[src/rtl/load_store_unit.sv]
// RV32 load/store unit: request/grant/response data-memory port, byte lanes, load extension.
// Optional watchdog on stalled accesses is enabled by defining LSU_TIMEOUT_EN.
module load_store_unit #(
  parameter int WIDTH          = 32,
  parameter int TIMEOUT_CYCLES = 255
) (
  input  logic             clk,
  input  logic             rst_n,
  input  logic             req_valid,
  input  logic             req_we,
  input  logic [2:0]       req_funct3,
  input  logic [WIDTH-1:0] req_addr,
  input  logic [WIDTH-1:0] req_wdata,
  output logic             req_ready,
  output logic             stall,
  output logic             rsp_valid,
  output logic [WIDTH-1:0] rsp_rdata,
  output logic             fault,
  output logic             mem_req,
  output logic             mem_we,
  output logic [WIDTH-1:0] mem_addr,
  output logic [WIDTH-1:0] mem_wdata,
  output logic [3:0]       mem_be,
  input  logic             mem_gnt,
  input  logic             mem_rvalid,
  input  logic [WIDTH-1:0] mem_rdata
);

  typedef enum logic [1:0] {
    S_IDLE = 2'd0,
    S_REQ  = 2'd1,
    S_WAIT = 2'd2,
    S_RESP = 2'd3
  } state_t;

  state_t           r_state;
  state_t           w_next;
  logic             r_we;
  logic [2:0]       r_f3;
  logic [1:0]       r_off;
  logic             r_fault;
  logic [WIDTH-1:0] r_rsp_rdata;
  logic             r_mem_req;
  logic             r_mem_we;
  logic [WIDTH-1:0] r_mem_addr;
  logic [WIDTH-1:0] r_mem_wdata;
  logic [3:0]       r_mem_be;
  logic             w_legal;
  logic [3:0]       w_be;
  logic [WIDTH-1:0] w_wdata;
  logic [WIDTH-1:0] w_lane;
  logic [WIDTH-1:0] w_ext;
  logic             w_tmo;

`ifdef LSU_TIMEOUT_EN
  localparam int TW = (TIMEOUT_CYCLES > 255) ? $clog2(TIMEOUT_CYCLES + 1) : 8;
  logic [TW-1:0] r_tmo_cnt;
  assign w_tmo = ((r_state == S_REQ) || (r_state == S_WAIT)) &&
                 (r_tmo_cnt == TW'(TIMEOUT_CYCLES - 1));
`else
  assign w_tmo = 1'b0;
`endif

  // Legality, byte enables and lane-replicated store data for the presented request
  always_comb begin
    w_legal = 1'b0;
    w_be    = 4'b1111;
    w_wdata = {WIDTH{1'b0}};
    case (req_funct3)
      3'b000: begin
        w_legal = 1'b1;
        if (req_we) begin
          w_be    = 4'b0001 << req_addr[1:0];
          w_wdata = {4{req_wdata[7:0]}};
        end else begin
          w_be    = 4'b1111;
        end
      end
      3'b001: begin
        w_legal = ~req_addr[0];
        if (req_we) begin
          w_be    = 4'b0011 << req_addr[1:0];
          w_wdata = {2{req_wdata[15:0]}};
        end else begin
          w_be    = 4'b1111;
        end
      end
      3'b010: begin
        w_legal = (req_addr[1:0] == 2'b00);
        if (req_we) begin
          w_wdata = req_wdata;
        end else begin
          w_wdata = {WIDTH{1'b0}};
        end
      end
      3'b100:  w_legal = ~req_we;
      3'b101:  w_legal = ~req_we & ~req_addr[0];
      default: w_legal = 1'b0;
    endcase
  end

  // Load lane extraction and sign/zero extension from the latched access type
  always_comb begin
    w_lane = mem_rdata >> {r_off, 3'b000};
    case (r_f3)
      3'b000:  w_ext = {{24{w_lane[7]}}, w_lane[7:0]};
      3'b100:  w_ext = {24'h000000, w_lane[7:0]};
      3'b001:  w_ext = {{16{w_lane[15]}}, w_lane[15:0]};
      3'b101:  w_ext = {16'h0000, w_lane[15:0]};
      3'b010:  w_ext = mem_rdata;
      default: w_ext = {WIDTH{1'b0}};
    endcase
  end

  // Next-state logic
  always_comb begin
    w_next = r_state;
    case (r_state)
      S_IDLE: begin
        if (req_valid) begin
          w_next = w_legal ? S_REQ : S_RESP;
        end else begin
          w_next = S_IDLE;
        end
      end
      S_REQ: begin
        if (w_tmo)        w_next = S_RESP;
        else if (mem_gnt) w_next = S_WAIT;
        else              w_next = S_REQ;
      end
      S_WAIT: begin
        if (w_tmo || mem_rvalid) w_next = S_RESP;
        else                     w_next = S_WAIT;
      end
      S_RESP:  w_next = S_IDLE;
      default: w_next = S_IDLE;
    endcase
  end

  // State register
  always_ff @(posedge clk or negedge rst_n) begin
    if (!rst_n) r_state <= S_IDLE;
    else        r_state <= w_next;
  end

  // Access latch, memory port registers and response capture
  always_ff @(posedge clk or negedge rst_n) begin
    if (!rst_n) begin
      r_we        <= 1'b0;
      r_f3        <= 3'b000;
      r_off       <= 2'b00;
      r_fault     <= 1'b0;
      r_rsp_rdata <= {WIDTH{1'b0}};
      r_mem_req   <= 1'b0;
      r_mem_we    <= 1'b0;
      r_mem_addr  <= {WIDTH{1'b0}};
      r_mem_wdata <= {WIDTH{1'b0}};
      r_mem_be    <= 4'b0000;
`ifdef LSU_TIMEOUT_EN
      r_tmo_cnt   <= {TW{1'b0}};
`endif
    end else begin
      case (r_state)
        S_IDLE: begin
          if (req_valid) begin
            r_we    <= req_we;
            r_f3    <= req_funct3;
            r_off   <= req_addr[1:0];
            r_fault <= ~w_legal;
`ifdef LSU_TIMEOUT_EN
            r_tmo_cnt <= {TW{1'b0}};
`endif
            if (w_legal) begin
              r_mem_req   <= 1'b1;
              r_mem_we    <= req_we;
              r_mem_addr  <= {req_addr[WIDTH-1:2], 2'b00};
              r_mem_wdata <= w_wdata;
              r_mem_be    <= w_be;
            end
          end
        end
        S_REQ: begin
`ifdef LSU_TIMEOUT_EN
          r_tmo_cnt <= r_tmo_cnt + 1'b1;
`endif
          // Port registers clear once the request is taken so the idle bus is quiet
          if (mem_gnt || w_tmo) begin
            r_mem_req   <= 1'b0;
            r_mem_we    <= 1'b0;
            r_mem_addr  <= {WIDTH{1'b0}};
            r_mem_wdata <= {WIDTH{1'b0}};
            r_mem_be    <= 4'b0000;
          end
          if (w_tmo) r_fault <= 1'b1;
        end
        S_WAIT: begin
`ifdef LSU_TIMEOUT_EN
          r_tmo_cnt <= r_tmo_cnt + 1'b1;
`endif
          if (w_tmo) begin
            r_fault     <= 1'b1;
            r_rsp_rdata <= {WIDTH{1'b0}};
          end else if (mem_rvalid) begin
            r_rsp_rdata <= r_we ? {WIDTH{1'b0}} : w_ext;
          end
        end
        S_RESP: begin
          r_fault     <= 1'b0;
          r_rsp_rdata <= {WIDTH{1'b0}};
        end
        default: r_fault <= 1'b0;
      endcase
    end
  end

  assign req_ready = (r_state == S_IDLE);
  assign rsp_valid = (r_state == S_RESP);
  assign stall     = (r_state == S_REQ) || (r_state == S_WAIT) ||
                     ((r_state == S_IDLE) && req_valid);
  assign rsp_rdata = r_rsp_rdata;
  assign fault     = r_fault;
  assign mem_req   = r_mem_req;
  assign mem_we    = r_mem_we;
  assign mem_addr  = r_mem_addr;
  assign mem_wdata = r_mem_wdata;
  assign mem_be    = r_mem_be;

endmodule

[config.mk]
export PLATFORM = sky130hd
export DESIGN_NAME = load_store_unit
export DESIGN_NICKNAME = d
export VERILOG_FILES = /design/src/rtl/load_store_unit.sv
export SDC_FILE = /design/constraint.sdc
export NUM_CORES = 1
export LEC_CHECK = 0
export ABC_AREA = 1
export ABC_CLOCK_PERIOD_IN_PS = 3900
export BUFFER_PORTS_ARGS = -buffer_cell sky130_fd_sc_hd__buf_2
export CAP_MARGIN = 10
export CORE_AREA = 8 8 115 117
export CTS_CLUSTER_SIZE = 8
export DETAILED_ROUTE_END_ITERATION = 12
export DIE_AREA = 0 0 123 125
export PLACE_DENSITY = 0.86
export SYNTH_ARGS = -nofsm -noshare
export SYNTH_HDL_FRONTEND = slang
export SYNTH_SLANG_ARGS = --single-unit
[constraint.sdc]
create_clock -name clk -period 3.9 [get_ports clk]
set_clock_uncertainty 0.1 [all_clocks]
set_input_delay 0.195 -clock clk [delete_from_list [all_inputs] [get_ports clk]]
set_output_delay 0.195 -clock clk [all_outputs]
set_load 0.01 [all_outputs]
==> flow_metrics.py <==
metrics = {
    "sta": {
        "layout_setup_ws_ns": 1.46,
        "setup_viol": 0,
        "fin_tns_setup_ns": 0,
        "max_slew_margin_pct": 21.7,
        "final_max_slew_viol_count": 0,
        "period_needed_ns": 2.44,
        "fmax_ghz": 0.410,
        "hold_viol_final": 0,
        "worst_slew_pin_slew_ns": 1.17,
        "rsz0062_at_grt": "no",
        "period_share_pct": 62.6,
    },
    "clocking": {
        "cts_sinks": 109,
        "clockBufferDepth": 2,
        "clkSlewWorstSetupHoldPaths_ns": 0.08,
        "cts_tree": "built",
        "cts_setup_buffers": 0,
        "numCtsBuffers": 9,
        "h-tree-depth": 3,
        "clockRootBuffer": "clkbuf_16",
        "clock_latency_ns": 0.34,
    },
    "run_status": {
        "status": "finished clean",
    },
    "yosys": {
        "synth_top_family_by_area": "simple AND/OR/NAND/NOR gates",
        "synth_area_per_cell_sq_um": 7.12,
        "synth_area_sq_um": 6060,
        "yosys.area_share.simple_pct": 36.4,
        "yosys.area_share.adder_pct": 1.65,
        "ys_seq_area_share_pct": 45.0,
        "synth_area_leaders": "dfrtp_1 (45%), nand2_1 (26%), nand3_1 (7.3%)",
        "synth-compound-area-share_pct": 8.31,
        "synth.distinct_cells": 31,
        "yosys.area.top_type_share_pct": 45.0,
        "ys_ff_latch": 109,
        "synth.area.mux_share_pct": 0,
        "synth-xor-area-share_pct": 0,
        "synth_area_leader_cell": "dfrtp_1",
        "synth_cells": 852,
        "ys_warn_count": 0,
    },
    "critical_path": {
        "start_kind": "register",
        "cp-startpoint": "r_state[1]$_DFF_PN0_",
        "r2r-start": "r_state[1]$_DFF_PN0_",
        "worst_ep_required_time_ns": 4.03,
        "worst_path_max_delay_cell": "nand3_4",
        "crit_buf_inv": 3,
        "critical_path_class": "register to register",
        "end_kind": "register",
        "slowest_delay_ns": 0.46,
        "crit_family": "buffers and inverters",
        "worst-path-max-fanout": 55,
        "crit_arrival_ns": 2.57,
        "worstPathCellList": "inv_1 > ha_1 > inv_2 > a21oi_1 > nand3_4 > buf_4 > nand2_1 > o21ai_0",
    },
    "pwr": {
        "irDropWorstVdd_v": 0.000418,
        "p_leak_nw": 4.44,
        "power_density_nw_per_um2": 742,
    },
    "floorplan": {
        "num_io_pins": 211,
        "die_h_microns": 125,
        "coreArea_sq_um": 11600,
        "rows": 40,
        "initial_core_util_pct": 52.2,
        "dieArea_sq_um": 15400,
        "die_w_microns": 123,
    },
    "detailed_routing": {
        "wire_per_inst_microns": 15.3,
        "dr.pass1.iters": 6,
        "drt_wl_total_mm": 18.5,
        "vias": 6162,
        "dr.first_iter.drc_count": 630,
        "postRouteAntennaNets": 0,
        "drc": 0,
        "avgViaCountPerCell": 5.11,
    },
    "placement": {
        "port_buffers": 208,
        "pre_cts_ws_ns": 1.48,
        "gp_congestion": 0.908,
        "hpwlAfterDp_mm": 13.0,
    },
    "grt": {
        "grt_use_total_pct": 23.3,
        "grt_start_max_net_pins": 61,
        "grt_pass1_wl_mm": 29.1,
        "antenna_found_initial": 2,
        "grt_pass1_vias": 5707,
        "grt.overflow.total": 0,
    },
    "final_layout": {
        "layout_common_cells": "nand2_1 (413), buf_2 (207), dfrtp_1 (109), nand3_1 (88), o21ai_1 (51)",
        "area_delta_synth_final_pct": 25.2,
        "nNetsFinal": 1163,
        "final_common_cell": "nand2_1",
        "drive_gt1_share_pct": 23.4,
    },
    "worst_hold_path": {
        "worst_hold_startpoint": "req_addr[18]",
        "hold_class": "primary input to register",
    },
    "run": {
        "maxCapViolCount": 0,
    },
}
## power breakdown
| part | switching (mW) | total (mW) | internal [mW] | leakage [nW] |
|---|---|---|---|---|
| clock | 0.451 | 0.967 | 0.515 | 0.154 |
| sequential | 0.282 | 1.89 | 1.61 | 1.45 |
| combinational | 1.82 | 2.78 | 0.956 | 2.84 |
## through the flow
stage / hold WS (ns) / power, mW / cell area (sq um) / utilization [%] / cells
final: 0.00995 / 5.64 / 7590 / 65.4 / 1206
after global routing: 0.0103 / 6.08 / 7590 / 65.3 / 1204
after CTS: 0.000167 / 5.64 / 7570 / 65.2 / 1201
after detailed placement: 0.227 / 4.64 / 7040 / 60.6 / 1163
after global placement: 0.224 / 4.57 / 7040 / 60.6 / 1163
after floorplan: -0.201 / 3.84 / 6070 / - / 853
## flip-flops by register name, summed over array words and instances, names as in the netlist
signal     count
mem_we         1
r_state        2
rsp_rdata     32
mem_req        1
r_we           1
mem_wdata     32
mem_addr      30
mem_be         4
fault          1
r_f3           3
r_off          2
## logic make-up after synthesis
family	after synthesis
buffers and inverters	105
flip-flops	109
AND/OR/NAND/NOR	534
adder cells (fa/ha/maj)	8
AO/OA/AOI/OAI	95
other	1
## layer usage
layer  wire [microns]  GRT usage (%)  share of wire (%)
met1             8050           32.0                 44
met2             8830           36.3                 48
met3             1350           4.77                7.3
met4              256           6.38                1.4
met5                0              0                  0
## synth_stat cells
master and number:
dfrtp_1 109, o211ai_1 8, or2_4 1, a21oi_2 1
inv_1 47, nand3_1 88, nand2_1 413, nand4_1 6
a21oi_1 4, buf_6 10, o31ai_1 1, nor2_2 4
or2_1 1, ha_1 8, nor3_1 2, buf_1 1
clkbuf_1 18, nand3b_1 9, clkinv_1 1, nor2_1 6
buf_4 9, o21ai_0 28, nand2_2 2, nor2_4 1
inv_2 6, conb_1 1, o21ai_1 51, o22ai_1 1
buf_2 13, nand3_4 1, a31oi_1 1
## cell type report
class	count	area [sq um]
Sequential cell	109	2730
Clock inverter	7	87.6
Multi-Input combinational cell	639	2820
Antenna cell	4	10.0
Tap cell	147	184
Timing Repair Buffer	237	1330
Clock buffer	9	225
Inverter	54	203
Fill cell	1012	4020
## repair_timing
item,in CTS,in global routing
hold buffers,22,0
hold endpoints to repair,79,0
resized for setup,0,0
## tightest hold or removal path, cell delays in order
cell and delay, ns:
buf_2 0.10, nand2_1 0.06, o21ai_1 0.06
## worst paths after layout
kind / endpoint / slack (ns) / cells past startpoint
hold / removal: mem_addr[18]$_DFFE_PN0P_ / 0.01 / 3
min in group asynchronous: rsp_rdata[3]$_DFFE_PN0P_ / 0.36 / 2
max in group asynchronous: mem_addr[23]$_DFFE_PN0P_ / 2.46 / 3
setup / recovery: mem_wdata[27]$_DFFE_PN0P_ / 1.46 / 8
hold reg to reg: rsp_rdata[17]$_DFFE_PN0P_ / 0.38 / 2
setup reg to reg: mem_wdata[27]$_DFFE_PN0P_ / 1.46 / 8
(Power assumes the default switching activity.)
